### src/rtl/arbitro_dest_pkg.sv
// Shared definitions for the destination pop arbiter: state encodings and parameter defaults.
package arbitro_dest_pkg;

  localparam int unsigned BURST_DEF = 4;
  localparam int unsigned CNT_W_DEF = 3;

  typedef enum logic [1:0] {
    ST_IDLE   = 2'b00,
    ST_SERVE0 = 2'b01,
    ST_SERVE1 = 2'b10
  } state_e;

  // Serving state that belongs to a given source index.
  function automatic state_e serve_state(input logic src);
    return src ? ST_SERVE1 : ST_SERVE0;
  endfunction

endpackage

### src/rtl/arbitro_dest_contador_rafaga.sv
// Burst counter: counts pops within the current burst, flags the last pop of a burst.
module contador_rafaga
  import arbitro_dest_pkg::*;
#(
  parameter int unsigned CNT_W = CNT_W_DEF,
  parameter int unsigned BURST = BURST_DEF
) (
  input  logic             clk,
  input  logic             reset_L,
  input  logic             clr,
  input  logic             inc,
  output logic [CNT_W-1:0] cnt,
  output logic             tc_c
);

  logic [CNT_W-1:0] cnt_d, cnt_q;

  // Clear wins over increment so a burst end restarts at zero.
  always_comb begin
    cnt_d = cnt_q;
    if (clr) begin
      cnt_d = '0;
    end else if (inc) begin
      cnt_d = cnt_q + CNT_W'(1);
    end
  end

  // Counter register.
  always_ff @(posedge clk or negedge reset_L) begin
    if (!reset_L) begin
      cnt_q <= '0;
    end else begin
      cnt_q <= cnt_d;
    end
  end

  assign cnt  = cnt_q;
  assign tc_c = (cnt_q == CNT_W'(BURST - 1));

endmodule

### src/rtl/arbitro_dest.sv
// Round-robin pop arbiter for the two source FIFOs feeding the destination mux.
module arbitro_dest
  import arbitro_dest_pkg::*;
#(
  parameter int unsigned BURST = BURST_DEF,
  parameter int unsigned CNT_W = CNT_W_DEF
) (
  input  logic             clk,
  input  logic             reset_L,
  input  logic             fifo_empty0,
  input  logic             fifo_empty1,
  input  logic             afull_dest,
  output logic             pop0,
  output logic             pop1,
  output logic             grant,
  output logic [CNT_W-1:0] burst_cnt,
  output logic             idle
);

  state_e state_d, state_q;
  logic   last_d, last_q;
  logic   grant_d, grant_q;
  logic   idle_d, idle_q;
  logic   cnt_clr, cnt_inc, cnt_tc;
  logic   cur, empty_cur, empty_oth;

  contador_rafaga #(
    .CNT_W (CNT_W),
    .BURST (BURST)
  ) u_contador_rafaga (
    .clk     (clk),
    .reset_L (reset_L),
    .clr     (cnt_clr),
    .inc     (cnt_inc),
    .cnt     (burst_cnt),
    .tc_c    (cnt_tc)
  );

  // Pops are gated combinationally so afull_dest and empty flags act in the same cycle.
  assign pop0 = (state_q == ST_SERVE0) & ~fifo_empty0 & ~afull_dest;
  assign pop1 = (state_q == ST_SERVE1) & ~fifo_empty1 & ~afull_dest;

  // Next-state, grant and counter control; afull_dest freezes everything.
  always_comb begin
    state_d   = state_q;
    last_d    = last_q;
    grant_d   = grant_q;
    cnt_clr   = 1'b0;
    cnt_inc   = 1'b0;
    cur       = (state_q == ST_SERVE1);
    empty_cur = cur ? fifo_empty1 : fifo_empty0;
    empty_oth = cur ? fifo_empty0 : fifo_empty1;

    case (state_q)
      ST_IDLE: begin
        if (!afull_dest) begin
          if (!fifo_empty0 && (fifo_empty1 || last_q)) begin
            state_d = ST_SERVE0;
            grant_d = 1'b0;
            cnt_clr = 1'b1;
          end else if (!fifo_empty1) begin
            state_d = ST_SERVE1;
            grant_d = 1'b1;
            cnt_clr = 1'b1;
          end
        end
      end
      ST_SERVE0, ST_SERVE1: begin
        if (!afull_dest) begin
          if (!empty_cur) begin
            cnt_inc = 1'b1;
            if (cnt_tc) begin
              last_d  = cur;
              cnt_clr = 1'b1;
              if (!empty_oth) begin
                state_d = serve_state(~cur);
                grant_d = ~cur;
              end
            end
          end else begin
            last_d  = cur;
            cnt_clr = 1'b1;
            if (!empty_oth) begin
              state_d = serve_state(~cur);
              grant_d = ~cur;
            end else begin
              state_d = ST_IDLE;
            end
          end
        end
      end
      default: begin
        state_d = ST_IDLE;
        cnt_clr = 1'b1;
      end
    endcase

    idle_d = (state_d == ST_IDLE);
  end

  // State, last-served, grant and idle registers.
  always_ff @(posedge clk or negedge reset_L) begin
    if (!reset_L) begin
      state_q <= ST_IDLE;
      last_q  <= 1'b1;
      grant_q <= 1'b0;
      idle_q  <= 1'b1;
    end else begin
      state_q <= state_d;
      last_q  <= last_d;
      grant_q <= grant_d;
      idle_q  <= idle_d;
    end
  end

  assign grant = grant_q;
  assign idle  = idle_q;

endmodule

### config.mk
export PLATFORM = sky130hd
export DESIGN_NAME = arbitro_dest
export DESIGN_NICKNAME = d
export VERILOG_FILES = /design/src/rtl/arbitro_dest_pkg.sv /design/src/rtl/arbitro_dest_contador_rafaga.sv /design/src/rtl/arbitro_dest.sv
export SDC_FILE = /design/constraint.sdc
export NUM_CORES = 1
export LEC_CHECK = 0
export CAP_MARGIN = 10
export CELL_PAD_IN_SITES_DETAIL_PLACEMENT = 1
export CELL_PAD_IN_SITES_GLOBAL_PLACEMENT = 1
export CORE_MARGIN = 2
export CORE_UTILIZATION = 38
export DETAILED_ROUTE_END_ITERATION = 7
export MAX_ROUTING_LAYER = met4
export PLACE_DENSITY = 0.75
export SLEW_MARGIN = 10
export SYNTH_ARGS = -nofsm -noshare
export SYNTH_HDL_FRONTEND = slang
export SYNTH_SLANG_ARGS = --single-unit
### constraint.sdc
create_clock -name clk -period 2.55 [get_ports clk]
set_clock_uncertainty 0.1 [all_clocks]
set_input_delay 0.6375 -clock clk [delete_from_list [all_inputs] [get_ports clk]]
set_output_delay 0.6375 -clock clk [all_outputs]
set_load 0.02 [all_outputs]
==> impl_metrics.env, run 1 <==
export IMPL_internal_power_uw=496
export IMPL_detail_route_wl_per_cell_um=16.6
export IMPL_slowest_delay_ns=0.44
export IMPL_yosys_area_top_type="dfrtp_1"
export IMPL_drc=0
export IMPL_cp_cell_sequence="clkdlybuf4s50_1 > nor3b_1 > dlygate4sd2_1"
export IMPL_combinationalPowerShare_pct=63.2
export IMPL_min_path_type="flip-flop to flip-flop"
export IMPL_fin_crit_ns=2.47
export IMPL_totalWireLength_mm=1.79
export IMPL_pwr_density_cell_nw_per_um2=1080
export IMPL_status="complete, no violations"
export IMPL_rows=15
export IMPL_path_clk_slew_ns=0.06
export IMPL_critical_path_depth=3
export IMPL_slowest_stage="clkdlybuf4s50_1"
export IMPL_worstSkewPairLatency_ns=0.26
export IMPL_fin_crit_sh_pct=97.0
export IMPL_grtUsageMet3_pct=2.38
export IMPL_dieWidth_um=46.0
export IMPL_hold_start="u_contador_rafaga.cnt[2]"
export IMPL_p_switching_uw=414
export IMPL_tightest_slew_ns=0.402
export IMPL_dieArea_um2=2120
export IMPL_syn_num_nets=86
export IMPL_antenna_found_initial=0
export IMPL_reg2reg_depth=8
export IMPL_firstDrtPassIters=4
export IMPL_cp_max_fo=2
export IMPL_leakage_uw=0.000371
export IMPL_path_buf_inv=2
export IMPL_grt_use_met1_pct=28.3
export IMPL_drt_iter0_markers=19
export IMPL_hold_slack_ns=0.455
export IMPL_place_congestion=0.767
export IMPL_irDropWorstVdd_uv=580
export IMPL_gr_usage_all_layers_pct=21.8
export IMPL_n_antenna_cell=0
export IMPL_busiest_layer="met2"
export IMPL_grt_pass1_wl_mm=3.15
export IMPL_met2_usage_pct=34.2
export IMPL_finalHoldViolCount=0
export IMPL_drive_gt1_share_pct=15.4
export IMPL_io_pins=12
export IMPL_dpl_hpwl_mm=1.45
export IMPL_port_buffers=11
export IMPL_cts_root_buf="clkbuf_4"
export IMPL_yosys_area_top_type_share_pct=22.4
export IMPL_clock_fmax_mhz=404
export IMPL_ys_types=29
export IMPL_r2r_end="idle"
export IMPL_core_um2=1690
export IMPL_finalSetupViolations=0
export IMPL_r2r_slack_ns=0.39
export IMPL_crit_type="input pin to primary output"
export IMPL_ys_seq_elements=8
export IMPL_worstSetupEndpointType="primary output"
export IMPL_synth_edf_count=0
export IMPL_whs_endpoint="u_contador_rafaga.cnt[2]"
export IMPL_syn_inst=74
export IMPL_synth_most_common_cell="nor2_1"
export IMPL_power_frac_clock_pct=11.4
export IMPL_r2r_start="state_q[0]"
export IMPL_final_fill_count=207
export IMPL_synth_top_flop_cell="dfrtp_1"
export IMPL_setup_tns_ns=0
export IMPL_synthArstFlopShare_pct=100
export IMPL_ys_top_cells_by_area="dfrtp_1, ha_1, dfstp_2, nor2_1, a221oi_2"
export IMPL_cts_buffers=3
export IMPL_h_tree_depth=1
export IMPL_synth_area_um2=671
export IMPL_start_util_pct=39.7
export IMPL_yosys_warnings=0
export IMPL_grt_max_degree=11
export IMPL_syn_to_final_growth_pct=25.2
export IMPL_slew_headroom_pct=72.8
export IMPL_swShare_pct=45.5
export IMPL_via_per_inst=5.72
export IMPL_yosysSeqAreaShare_pct=30.2
export IMPL_cp_arrival_ns=1.74
export IMPL_rsz0062_at_grt="no"
export IMPL_p_seq_share_pct=25.4
export IMPL_cts_hold_buffers_added=0
export IMPL_final_antenna_net_count=0
export IMPL_syn_avg_cell_area_um2=9.06
export IMPL_crit_path_start_kind="input pin"
export IMPL_cts_tree="yes"
export IMPL_grt_pass1_vias=668
export IMPL_overflow=0
export IMPL_critPathRequiredTime_ns=1.81
export IMPL_fin_total_pwr_uw=910
export IMPL_critPathTopFamily="buffers and inverters"
export IMPL_synth_common_cells="nor2_1, ha_1, dfrtp_1, inv_1, nand2_1"
export IMPL_holdPathStages=2
export IMPL_vias=618
export IMPL_finalNetCount=104
export IMPL_cts_sink_count=8
export IMPL_cts_buffer_depth=2
export IMPL_die_h_um=46.0
export IMPL_finalMaxSlewViolations=0
export IMPL_cap_violations=0
[cell usage in the layout, fill, tap and decap left out, types with 2 or more instances in the layout]
| cell | instances |
|---|---|
| clkbuf_4 | 3 |
| nand2b_1 | 3 |
| a221oi_2 | 2 |
| a21oi_1 | 4 |
| nand2_1 | 6 |
| nor3b_1 | 2 |
| a211oi_1 | 3 |
| dfrtp_1 | 6 |
| dfstp_2 | 2 |
| nor2b_1 | 2 |
| o21ai_0 | 2 |
| o31ai_1 | 2 |
| nor2_1 | 11 |
| clkdlybuf4s50_1 | 9 |
| dlygate4sd2_1 | 2 |
| ha_1 | 7 |
| inv_1 | 6 |
| nand3_1 | 2 |
| buf_4 | 4 |
[registers in the layout (all words and copies together) (netlist names)]
register and flops:
grant 1, idle 1, last_q 1, state_q 2
u_contador_rafaga.cnt 3
[kinds of logic (layout without fill, tap and decap cells)]
family,Yosys count,count (layout),synth area share (%)
xor gates and xnor gates,1,1,1.31
AOI/OAI and AO/OA,18,18,22.9
DFF,8,8,30.2
adders and majority gates,7,7,13.1
muxes,2,2,3.17
buffers and inverters,8,25,5.78
and+or+nand+nor,30,30,23.5
[worst min-delay path, stage by stage, from the launching register on]
cell	delay, ns
dfrtp_1	0.37
a21oi_1	0.08
nor2_1	0.07
[per-layer routing]
metal  vias up  part of all wire (%)  wire (um)
met5         -                     0          0
met1       302                    47        845
li1        301                     -          -
met4         0                  0.56         10
met2        13                    48        869
met3         2                   3.8         68
[worst max-delay path by stage]
stage                start  endpoint  slack [ns]
3_3_place_gp   fifo_empty1      pop1       -0.11
5_1_grt        fifo_empty0      pop0        0.07
4_1_cts        fifo_empty0      pop0        0.11
6_report       fifo_empty0      pop0        0.08
2_1_floorplan  fifo_empty0      pop0        0.46
3_5_place_dp   fifo_empty0      pop0       -0.17
[power groups by stage]
stage / clock network, uW / logic [uW] / registers (uW)
6_report: 104 / 575 / 231
3_3_place_gp: 0 / 551 / 228
3_5_place_dp: 0 / 578 / 232
5_1_grt: 116 / 638 / 241
4_1_cts: 109 / 578 / 231
2_1_floorplan: 0 / 371 / 255
[per-stage QoR]
step                      utilization, %  std cells  cell area, um2  setup slack [ns]
final                               49.7        108             840            0.0754
after global placement              48.3        104             816            -0.112
after detailed placement            48.3        104             816            -0.167
after global routing                49.7        108             840            0.0711
after CTS                           49.7        108             840             0.108
after floorplan                        -         74             671             0.463
[final cells by class]
class	count	area, um2	share of cell area (%)
Tap cell	17	21.3	2.53
Clock buffer	4	26.3	3.13
Sequential cell	8	203	24.1
Multi-Input combinational cell	58	429	51.1
Inverter	6	22.5	2.68
Timing Repair Buffer	15	138	16.4
[repair_timing]
action	in CTS	in global routing
gates resized for setup	2	0
endpoints found under the setup margin	2	0
buffers inserted	0	0
(Power assumes the default switching activity.)
==> run 2: changes to the inputs <==
--- a/config.mk
+++ b/config.mk
@@ -5,14 +5,13 @@
 export SDC_FILE = /design/constraint.sdc
 export NUM_CORES = 1
 export LEC_CHECK = 0
-export CAP_MARGIN = 10
 export CELL_PAD_IN_SITES_DETAIL_PLACEMENT = 1
 export CELL_PAD_IN_SITES_GLOBAL_PLACEMENT = 1
 export CORE_MARGIN = 2
-export CORE_UTILIZATION = 38
+export CORE_UTILIZATION = 35
 export DETAILED_ROUTE_END_ITERATION = 7
 export MAX_ROUTING_LAYER = met4
-export PLACE_DENSITY = 0.75
+export PLACE_DENSITY = 0.7
 export SLEW_MARGIN = 10
 export SYNTH_ARGS = -nofsm -noshare
 export SYNTH_HDL_FRONTEND = slang
==> run 2 against run 1 <==
Core utilization down 1.1 points. Combinational power down 2%. Critical path depth unchanged. Critical endpoint unchanged. Largest cell class unchanged. Largest power group unchanged. Highest routed layer unchanged.
==> impl_metrics.env, run 2 (synthesis gave the netlist of run 1 again) <==
export IMPL_status="complete, no violations"
export IMPL_slew_headroom_pct=75.8
export IMPL_path_clk_slew_ns=0.06
export IMPL_final_antenna_net_count=0
export IMPL_clock_fmax_mhz=417
export IMPL_place_congestion=0.818
export IMPL_n_antenna_cell=0
export IMPL_start_util_pct=38.0
export IMPL_grt_pass1_vias=608
export IMPL_slowest_stage="clkdlybuf4s50_1"
export IMPL_overflow=0
export IMPL_port_buffers=11
export IMPL_cap_violations=0
export IMPL_worstSetupEndpointType="primary output"
export IMPL_cts_tree="yes"
export IMPL_core_um2=1760
export IMPL_dieArea_um2=2280
export IMPL_gr_usage_all_layers_pct=18.2
export IMPL_fin_ws_ns=0.149
export IMPL_die_h_um=47.8
export IMPL_final_common_cell="nor2_1"
export IMPL_grt_pass1_wl_mm=2.77
export IMPL_drc=0
export IMPL_drive_gt1_share_pct=16.3
export IMPL_dp_slack_ns=-0.154
export IMPL_largest_register_ffs=3
export IMPL_critPathRequiredTime_ns=1.81
export IMPL_fin_crit_sh_pct=94.1
export IMPL_via_per_inst=5.02
export IMPL_io_pins=12
export IMPL_drt_iter0_markers=4
export IMPL_pwr_density_cell_nw_per_um2=1040
export IMPL_fin_total_pwr_uw=893
export IMPL_rsz0062_at_grt="no"
export IMPL_dpl_hpwl_mm=1.31
export IMPL_min_path_type="flip-flop to flip-flop"
export IMPL_h_tree_depth=1
export IMPL_finalMaxSlewViolations=0
export IMPL_grt_use_met1_pct=24.0
export IMPL_irDropWorstVdd_uv=483
export IMPL_met2_usage_pct=28.5
export IMPL_crit_path_start_kind="input pin"
export IMPL_dieWidth_um=47.8
export IMPL_slowest_delay_ns=0.46
export IMPL_detail_route_wl_per_cell_um=13.4
export IMPL_cp_max_fo=4
export IMPL_tightest_slew_ns=0.361
export IMPL_syn_to_final_growth_pct=27.8
export IMPL_cts_buffer_depth=2
export IMPL_worstSkewPairLatency_ns=0.25
export IMPL_cts_root_buf="clkbuf_4"
export IMPL_rows=15
export IMPL_cts_buffers=3
export IMPL_cp_arrival_ns=1.66
export IMPL_final_fill_count=224
export IMPL_crit_type="input pin to primary output"
export IMPL_grtUsageMet3_pct=2.26
export IMPL_firstDrtPassIters=2
export IMPL_finalNetCount=105
export IMPL_most_common_layout_cells="nor2_1, clkdlybuf4s50_1, ha_1"
export IMPL_leakage_uw=0.000376
export IMPL_finalHoldViolCount=0
export IMPL_grt_max_degree=11
export IMPL_fin_crit_ns=2.40
export IMPL_totalWireLength_mm=1.57
export IMPL_finalSetupViolations=0
export IMPL_antenna_found_initial=0
export IMPL_vias=587
export IMPL_cp_cell_sequence="clkdlybuf4s50_1 > nor3b_1 > dlygate4sd2_1"
export IMPL_cts_sink_count=8
export IMPL_busiest_layer="met2"
[run 2: changes by cell type in the layout (fill, tap and decap cells not counted)]
| cell | previous run | this run |
|---|---|---|
| buf_4 | 4 | 5 |
[run 2: metal layers]
layer  routed length, um  part of all wire (%)
met1                 755                    48
met2                 782                    50
met3                  16                   1.0
met4                  12                  0.77
met5                   0                     0
[run 2: area by class of cell]
class | count | area, um2 | share of cell area (%)
multi-input cells | 58 | 429 | 50.1
flip-flops and latches | 8 | 203 | 23.6
repair buffers | 16 | 145 | 16.9
well taps | 25 | 31.3 | 3.65
clock buffers | 4 | 26.3 | 3.07
inverters | 6 | 22.5 | 2.63
[run 2: path summary, 6_finish.rpt]
path                                     startpoint                  endpoint  slack, ns  depth (start not counted)
setup / recovery                         afull_dest                      pop0       0.15                          3
hold / removal             u_contador_rafaga.cnt[2]  u_contador_rafaga.cnt[2]       0.44                          2
setup reg to reg                         state_q[0]                      idle       0.46                          8
hold reg to reg            u_contador_rafaga.cnt[2]  u_contador_rafaga.cnt[2]       0.44                          2
max in group asynchronous                   reset_L                      idle       1.47                          1
min in group asynchronous                   reset_L  u_contador_rafaga.cnt[1]       0.56                          1
[run 2: power breakdown]
group | leakage (uW) | switching, uW | total, uW | internal [uW]
combinational | 0.000262 | 313 | 563 | 250
clock | 0.0000150 | 41.4 | 101 | 59.7
sequential | 0.0000987 | 41.5 | 228 | 187
[run 2: critical path: cells and delay by family]
family                 cells  cell delay, ns
and+or+nand+nor            1            0.20
buffers and inverters      2            0.83
[run 2: stage by stage]
step | utilization (%) | setup TNS (ns) | cell area, um2 | instances | hold slack, ns
2_1_floorplan | - | 0 | 671 | 74 | 0.242
3_3_place_gp | 47.2 | -0.207 | 833 | 113 | 0.417
3_5_place_dp | 47.2 | -0.268 | 833 | 113 | 0.441
4_1_cts | 48.6 | 0 | 857 | 117 | 0.454
5_1_grt | 48.6 | 0 | 857 | 117 | 0.495
6_report | 48.6 | 0 | 857 | 117 | 0.443
[run 2: timing repair]
item                       in CTS  in global routing
setup buffers                   0                  0
hold buffers                    0                  0
gates resized for setup         2                  0
setup endpoints to repair       2                  0
==> run 3: changes to the inputs <==
--- a/config.mk
+++ b/config.mk
@@ -10,9 +10,10 @@
 export CORE_MARGIN = 2
 export CORE_UTILIZATION = 35
 export DETAILED_ROUTE_END_ITERATION = 7
+export GPL_ROUTABILITY_DRIVEN = 0
 export MAX_ROUTING_LAYER = met4
 export PLACE_DENSITY = 0.7
-export SLEW_MARGIN = 10
+export SLEW_MARGIN = 20
 export SYNTH_ARGS = -nofsm -noshare
 export SYNTH_HDL_FRONTEND = slang
 export SYNTH_SLANG_ARGS = --single-unit
==> constraint.sdc (replaced) <==
create_clock -name clk -period 2.55 [get_ports clk]
set_clock_uncertainty 0.1 [all_clocks]
set_input_delay 0.3825 -clock clk [delete_from_list [all_inputs] [get_ports clk]]
set_output_delay 0.3825 -clock clk [all_outputs]
set_load 0.02 [all_outputs]
==> run 3 against run 2 <==
Worst hold slack worse by 0.16 ns. Die area unchanged. Core utilization down 0.71 points. Clock power up 4%. Highest routed layer unchanged.
==> impl_metrics.env, run 3 (synthesis gave the netlist of run 1 again) <==
export IMPL_most_common_layout_cells="nor2_1, clkdlybuf4s50_1, ha_1"
export IMPL_fin_total_pwr_uw=905
export IMPL_core_um2=1760
export IMPL_fin_crit_sh_pct=94.6
export IMPL_cts_buffers=3
export IMPL_cts_sink_count=8
export IMPL_overflow=0
export IMPL_critPathCapture="pop1"
export IMPL_drive_gt1_share_pct=14.4
export IMPL_pwr_density_cell_nw_per_um2=1070
export IMPL_grt_pass1_wl_mm=2.85
export IMPL_largest_register_ffs=3
export IMPL_r2r_end="idle"
export IMPL_n_antenna_cell=0
export IMPL_r2r_slack_ns=0.51
export IMPL_clock_fmax_mhz=415
export IMPL_place_inst=111
export IMPL_post_cts_setup_buffers=0
export IMPL_reg2reg_depth=7
export IMPL_start_util_pct=38.0
export IMPL_worstSetupEndpointType="primary output"
export IMPL_dieArea_um2=2280
export IMPL_final_antenna_net_count=0
export IMPL_h_tree_depth=1
export IMPL_setup_tns_ns=0
export IMPL_finalHoldViolCount=0
export IMPL_final_cells=115
export IMPL_fin_crit_ns=2.41
export IMPL_finalNetCount=103
export IMPL_cap_violations=0
export IMPL_firstDrtPassIters=4
export IMPL_dpl_hpwl_mm=1.32
export IMPL_r2r_start="state_q[0]"
export IMPL_worstSkewPairLatency_ns=0.26
export IMPL_tightest_slew_ns=0.373
export IMPL_leakage_uw=0.000357
export IMPL_final_fill_count=217
export IMPL_dieWidth_um=47.8
export IMPL_cts_root_buf="clkbuf_4"
export IMPL_irDropWorstVdd_uv=598
export IMPL_slew_headroom_pct=75.2
export IMPL_syn_to_final_growth_pct=25.9
export IMPL_rsz0062_at_grt="no"
export IMPL_path_clk_slew_ns=0.06
export IMPL_cp_max_fo=6
export IMPL_crit_type="flip-flop to primary output"
export IMPL_status="complete, no violations"
export IMPL_crit_path_start_kind="flip-flop"
export IMPL_vias=593
export IMPL_cts_hold_buffers_added=0
export IMPL_critPathRequiredTime_ns=2.07
export IMPL_startpoint="state_q[0]"
export IMPL_totalWireLength_mm=1.69
export IMPL_grt_pass1_vias=611
export IMPL_hold_slack_ns=0.286
export IMPL_via_per_inst=5.16
export IMPL_min_path_type="input pin to asynchronous set/reset pin"
export IMPL_antenna_found_initial=0
export IMPL_drc=0
export IMPL_finalMaxSlewViolations=0
export IMPL_rows=15
export IMPL_postCtsResizedCells=0
export IMPL_cts_buffer_depth=2
export IMPL_cp_arrival_ns=1.93
export IMPL_drt_iter0_markers=9
export IMPL_port_buffers=11
export IMPL_io_pins=12
export IMPL_die_h_um=47.8
export IMPL_gr_usage_all_layers_pct=19.6
export IMPL_finalSetupViolations=0
export IMPL_grt_max_degree=11
export IMPL_detail_route_wl_per_cell_um=14.7
export IMPL_cts_tree="yes"
## run 3: cell types whose count changed in the layout (fill, tap and decap cells not counted)
cell,change
dlygate4sd2_1,-2
buf_4,-2
clkdlybuf4s50_1,+2
## run 3: how the worst min path moves through the flow
stage	from	end	slack, ns
2_1_floorplan	reset_L	grant	-0.01
3_3_place_gp	u_contador_rafaga.cnt[2]	u_contador_rafaga.cnt[2]	0.42
3_5_place_dp	u_contador_rafaga.cnt[2]	u_contador_rafaga.cnt[2]	0.43
4_1_cts	reset_L	u_contador_rafaga.cnt[1]	0.30
5_1_grt	reset_L	u_contador_rafaga.cnt[0]	0.32
6_report	reset_L	u_contador_rafaga.cnt[1]	0.29
## run 3: layout make-up
cell class                      instances  area [um2]  area share [%]
Multi-Input combinational cell         58         429            50.8
Sequential cell                         8         203            24.0
Timing Repair Buffer                   14         133            15.7
Tap cell                               25        31.3            3.70
Clock buffer                            4        26.3            3.11
Inverter                                6        22.5            2.67
## run 3: stage by stage
step	worst slack, ns	cell area [um2]	util [%]
3_3_place_gp	0.327	818	46.4
6_report	0.138	845	47.9
5_1_grt	0.00230	845	47.9
2_1_floorplan	0.697	671	-
3_5_place_dp	0.280	818	46.4
4_1_cts	0.107	845	47.9
## run 3: power breakdown
part / total, uW / internal (uW) / leakage, uW / switching, uW
Clock: 105 / 60.0 / 0.0000150 / 45.0
Combinational: 566 / 245 / 0.000243 / 321
Sequential: 234 / 187 / 0.0000987 / 46.7
## run 3: layer usage
layer	track usage (%)	part of all wire [%]	up-vias
li1	-	-	294
met1	23.7	45	287
met2	31.2	50	8
met3	3.40	2.4	4
met4	9.73	2.0	0
met5	-	0	-
## run 3: worst max-delay path, cell delays in order (launching register included)
cell             delay [ns]
dfrtp_1                0.41
inv_1                  0.15
ha_1                   0.28
nor3b_1                0.21
clkdlybuf4s50_1        0.63
